**src/rtl/c432_grant_sequencer.sv**
```systemverilog
// Qualifies c432 decoder grants (N421 pending) over STABLE samples; one event per grant, pushed STABLE edges after irq_in settles.
// Events queue in a show-ahead FIFO released by valid/ready; a push into a full FIFO without a same-cycle pop is dropped and sets overflow.
module c432_grant_sequencer #(
  parameter int DEPTH  = 4,
  parameter int STABLE = 2,
  parameter int CNT_W  = 8,
  localparam int LVL_W = $clog2(DEPTH + 1)
) (
  input  logic             clk,
  input  logic             rst,
  input  logic [6:0]       irq_in,
  input  logic             clr,
  input  logic             out_ready,
  output logic             out_valid,
  output logic [6:0]       out_data,
  output logic [LVL_W-1:0] fifo_level,
  output logic             overflow,
  output logic [CNT_W-1:0] event_count
);

  localparam int PTR_W = $clog2(DEPTH);
  localparam logic [3:0] STABLE_M1 = 4'(STABLE - 1);

  typedef enum logic [1:0] {ARM, QUAL, HOLD} state_t;

  state_t             state_q, state_d;
  logic [6:0]         s_q, cand_q, cand_d;
  logic [3:0]         cnt_q, cnt_d;
  logic [6:0]         mem_q [DEPTH];
  logic [6:0]         mem_d [DEPTH];
  logic [PTR_W-1:0]   wr_ptr_q, wr_ptr_d, rd_ptr_q, rd_ptr_d;
  logic [LVL_W-1:0]   level_q, level_d;
  logic               ovf_q, ovf_d;
  logic [CNT_W-1:0]   evt_q, evt_d;

  logic               pending, push, push_acc, pop;
  logic [6:0]         push_dat;

  assign pending = s_q[3];

  always_comb begin
    state_d  = state_q;
    cand_d   = cand_q;
    cnt_d    = cnt_q;
    push     = 1'b0;
    push_dat = s_q;
    case (state_q)
      ARM: begin
        if (pending) begin
          cand_d = s_q;
          if (STABLE == 1) begin
            push    = 1'b1;
            state_d = HOLD;
          end else begin
            cnt_d   = 4'd1;
            state_d = QUAL;
          end
        end
      end
      QUAL: begin
        // A mismatch drops back to ARM; the new value is re-captured next cycle.
        if (!pending || s_q != cand_q) begin
          cnt_d   = 4'd0;
          state_d = ARM;
        end else if (cnt_q == STABLE_M1) begin
          push     = 1'b1;
          push_dat = cand_q;
          state_d  = HOLD;
        end else begin
          cnt_d = cnt_q + 4'd1;
        end
      end
      HOLD: begin
        if (!pending) begin
          cnt_d   = 4'd0;
          state_d = ARM;
        end else if (s_q != cand_q) begin
          cand_d = s_q;
          if (STABLE == 1) begin
            push = 1'b1;
          end else begin
            cnt_d   = 4'd1;
            state_d = QUAL;
          end
        end
      end
      default: state_d = ARM;
    endcase
  end

  // A full FIFO still accepts a push when the head leaves in the same cycle.
  always_comb begin
    pop      = (level_q != '0) && out_ready;
    push_acc = push && ((level_q != LVL_W'(DEPTH)) || pop);
    mem_d    = mem_q;
    wr_ptr_d = wr_ptr_q;
    rd_ptr_d = rd_ptr_q;
    level_d  = level_q;
    if (push_acc) begin
      mem_d[wr_ptr_q] = push_dat;
      wr_ptr_d        = wr_ptr_q + PTR_W'(1);
    end
    if (pop) rd_ptr_d = rd_ptr_q + PTR_W'(1);
    if (push_acc && !pop) level_d = level_q + LVL_W'(1);
    else if (!push_acc && pop) level_d = level_q - LVL_W'(1);

    ovf_d = ovf_q;
    evt_d = evt_q;
    if (clr) begin
      ovf_d = 1'b0;
      evt_d = push_acc ? CNT_W'(1) : '0;
    end else begin
      if (push && !push_acc) ovf_d = 1'b1;
      if (push_acc && evt_q != '1) evt_d = evt_q + CNT_W'(1);
    end
  end

  always_ff @(posedge clk or posedge rst) begin
    if (rst) begin
      s_q      <= '0;
      state_q  <= ARM;
      cand_q   <= '0;
      cnt_q    <= '0;
      mem_q    <= '{default: '0};
      wr_ptr_q <= '0;
      rd_ptr_q <= '0;
      level_q  <= '0;
      ovf_q    <= 1'b0;
      evt_q    <= '0;
    end else begin
      s_q      <= irq_in;
      state_q  <= state_d;
      cand_q   <= cand_d;
      cnt_q    <= cnt_d;
      mem_q    <= mem_d;
      wr_ptr_q <= wr_ptr_d;
      rd_ptr_q <= rd_ptr_d;
      level_q  <= level_d;
      ovf_q    <= ovf_d;
      evt_q    <= evt_d;
    end
  end

  assign out_valid   = (level_q != '0);
  assign out_data    = mem_q[rd_ptr_q];
  assign fifo_level  = level_q;
  assign overflow    = ovf_q;
  assign event_count = evt_q;

endmodule

```
**config.mk**
```make
export PLATFORM = sky130hd
export DESIGN_NAME = c432_grant_sequencer
export DESIGN_NICKNAME = d
export VERILOG_FILES = /design/src/rtl/c432_grant_sequencer.sv
export SDC_FILE = /design/constraint.sdc
export NUM_CORES = 1
export LEC_CHECK = 0
export ABC_AREA = 1
export CAP_MARGIN = 20
export CORE_MARGIN = 2
export CORE_UTILIZATION = 30
export DETAILED_ROUTE_END_ITERATION = 8
export PLACE_DENSITY = 0.53
export SETUP_SLACK_MARGIN = 0.02
export SYNTH_ARGS = -nofsm -noshare
export SYNTH_HDL_FRONTEND = slang
export SYNTH_SLANG_ARGS = --single-unit
```
**constraint.sdc**
```tcl
create_clock -name clk -period 2.6 [get_ports clk]
set_input_delay 0.26 -clock clk [delete_from_list [all_inputs] [get_ports clk]]
set_output_delay 0.26 -clock clk [all_outputs]
set_load 0.1 [all_outputs]
```
==> impl_metrics.ini <==
[synth]
synthesis.nets = 380
synth.avg_cell_area_um2 = 9.04
yosys.cell_types.count = 31
yosysTopAreaCell = dfrtp_1
syn_inst = 355
synth_async_sr_flop_share_pct = 100
synthTopCellsByArea = dfrtp_1 50%, nand2_1 10%, ha_1 5.1%, o21ai_0 4.4%, inv_1 4.1%
ys_ff_latch = 64
synth.top_cells.by_count = 86 x nand2_1, 64 x dfrtp_1, 35 x inv_1, 28 x o21ai_0, 22 x nor2_1
synth_area_um2 = 3210
synth_top_cell_area_share_pct = 49.9
synthFlopType = dfrtp_1
seq_area_frac_synth_pct = 49.9
synth_edf_count = 0
synth_warnings = 0
yosysMostFrequentCell = nand2_1

[global_route]
grt_max_degree = 65
grt_pass1_vias = 2353
grt.overflow.total = 0
groute.usage.overall_pct = 12.8
grt_pass1_wl_um = 11600
grt_antenna_before_repair = 0

[place]
routabilityCongestion = 0.801
dpl.hpwl_um = 4620
io_buffers = 30
pre_cts_ws_ns = 0.272

[setup_path]
regToRegStartpoint = s_q[3]
endpoint_kind = flop
rr_worst_depth = 13
regToRegSetupSlack_ns = 0.27
critPathKind = reg2reg
endpoint = fifo_level[2]
worstPathRequired_ns = 2.81
critPathMaxStageDelay_ns = 0.46
start_kind = flop
critPathMaxFanout = 7
startpoint = s_q[3]
crit_arrival_ns = 2.54
crit_path_top_delay_cell = dfrtp_1
crit_chain = nand2_1 > nand2_1 > nor2_2 > nand2_2 > nor2_8 > nand3_4 > nor2_8 > ha_1 > inv_1 > fa_1 > a21oi_1 > o21ai_0 > xor2_1
worstReg2RegEnd = fifo_level[2]

[finish]
area_growth_pct = 22.9
drive_gt1_share_pct = 19.1
ff_latch_area_um2 = 1610
layout.nets = 417
multiInputGateArea_um2 = 1440
diodes = 0
n_fill_cell = 1089

[status]
status = finished clean

[hold_path]
holdCritPathClass = in2async

[timing]
fmax_mhz = 430
skew_ns = 0.0131
setup_viol = 0
slew_headroom_pct = 60.3
fin_ws_ns = 0.273
min_period_ns = 2.33
final.period_utilization_pct = 89.5
worst_hold_slack_ns = 0.300
hold_viol_final = 0
slew_violations = 0
grt_setup_unrepaired = no
worstMarginPinSlew_ns = 0.589

[floorplan]
rows = 37
coreArea_um2 = 10400
dieHeight_um = 107
die_w_um = 107
start_util_pct = 31.0
num_io_pins = 31
die-area_um2 = 11500

[route]
num_vias = 2404
ant_nets = 0
routed_wl_um = 6560
dr.pass1.iters = 5
avgViaCountPerCell = 4.51
drt_iter0_drc = 90
wl_per_cell_um = 12.3
drc = 0

[clock_network]
htreeDepth = 3
cts_buffers = 9
path_clk_slew_ns = 0.08
clk_latency_ns = 0.34
cts_sinks = 64
ctsResizeCount = 0
postCtsHoldBufs = 0
cts_root_buf = clkbuf_8
post_cts_buffers = 0
clockBufferDepth = 2
cts_tree = yes

[pwr]
static-leakage-power_nw = 1.93
p_comb_share_pct = 46.4
p_int_w = 0.00227
powerDensity_nw_per_um2 = 1070
ir_worst_vdd_mv = 0.511
switching_share_pct = 46.1
pwr-share-seq_pct = 30.3
p_clk_share_pct = 23.3
p_switching_w = 0.00194

[job]
maxCapViolations = 0
routing by layer:
| layer | GRT usage (%) | wire length [um] | vias up |
|---|---|---|---|
| met5 | 0 | 0 | - |
| met4 | 3.30 | 45 | 0 |
| met3 | 4.00 | 254 | 4 |
| met2 | 20.5 | 3090 | 38 |
| met1 | 16.9 | 3180 | 1137 |
| li1 | - | - | 1225 |
placed cells by master, fill, tap and decap left out, drive strengths merged:
master | netlist | routed
nand2 | 91 | 91
dfrtp | 64 | 64
o21ai | 52 | 52
inv | 41 | 44
nor2 | 25 | 25
buf | 4 | 24
nand3 | 20 | 20
ha | 13 | 13
clkdlybuf4s50 | 0 | 10
xor2 | 9 | 9
clkbuf | 4 | 9
o22ai | 6 | 6
nor3 | 5 | 5
a21oi | 5 | 5
xnor2 | 4 | 4
nand3b | 4 | 4
nand4 | 2 | 2
bufinv | 0 | 2
clkinv | 0 | 2
mux2 | 1 | 1
o21a | 1 | 1
o221ai | 1 | 1
o21bai | 1 | 1
o211ai | 1 | 1
fa | 1 | 1
power by group through the flow:
stage / clock (W) / combinational, W / sequential, W
final: 0.000980 / 0.00195 / 0.00128
after global routing: 0.00106 / 0.00211 / 0.00131
after CTS: 0.00101 / 0.00198 / 0.00128
after detailed placement: 0 / 0.00198 / 0.00130
after global placement: 0 / 0.00197 / 0.00130
after floorplan: 0 / 0.00127 / 0.00145
flip-flops by register name, indices dropped and copies added, names as in the netlist:
register / flops
cand_q: 7
cnt_q: 4
event_count: 8
fifo_level: 3
mem_q: 28
overflow: 1
rd_ptr_q: 2
s_q: 7
state_q: 2
wr_ptr_q: 2
worst max-delay path: cells and delay by family (launching register included):
kind            cells  cell delay [ns]
xor+xnor            1             0.15
buf+inv             1             0.06
simple gates        7             0.77
fa+ha+maj           2             0.52
flops               1             0.46
compound gates      2             0.25
through the flow:
stage               cell area (um^2)  total power [W]  setup TNS (ns)  cells  util [%]
floorplan                       3250          0.00272         -0.0309    355         -
global placement                3720          0.00327               0    517      35.9
detailed placement              3720          0.00328               0    517      35.9
CTS                             3950          0.00427               0    533      38.1
global route                    3950          0.00448               0    533      38.1
finish                          3950          0.00421               0    533      38.1
worst min-delay path by stage:
| stage | end | slack, ns |
|---|---|---|
| 5_1_grt | event_count[4] | 0.33 |
| 4_1_cts | event_count[1] | 0.31 |
| 3_3_place_gp | mem_q[17] | 0.43 |
| 6_report | event_count[4] | 0.30 |
| 3_5_place_dp | mem_q[17] | 0.43 |
| 2_1_floorplan | s_q[0] | 0.29 |
kinds of logic after synthesis:
group	count (synthesis)	synth area share, %
AND/OR/NAND/NOR	147	22.0
AO/OA/AOI/OAI	67	11.8
flip-flops	64	49.9
buffers and inverters	49	6.66
adder cells (fa/ha/maj)	14	5.69
XOR/XNOR	13	3.55
multiplexers	1	0.351
final cells by class:
type | count | share of cell area, %
repair buffers | 34 | 9.00
inverters | 41 | 3.90
clock inverters | 7 | 2.60
well taps | 136 | 4.31
multi-input cells | 242 | 36.4
flip-flops and latches | 64 | 40.7
clock buffers | 9 | 3.14
(Power assumes the default switching activity.)
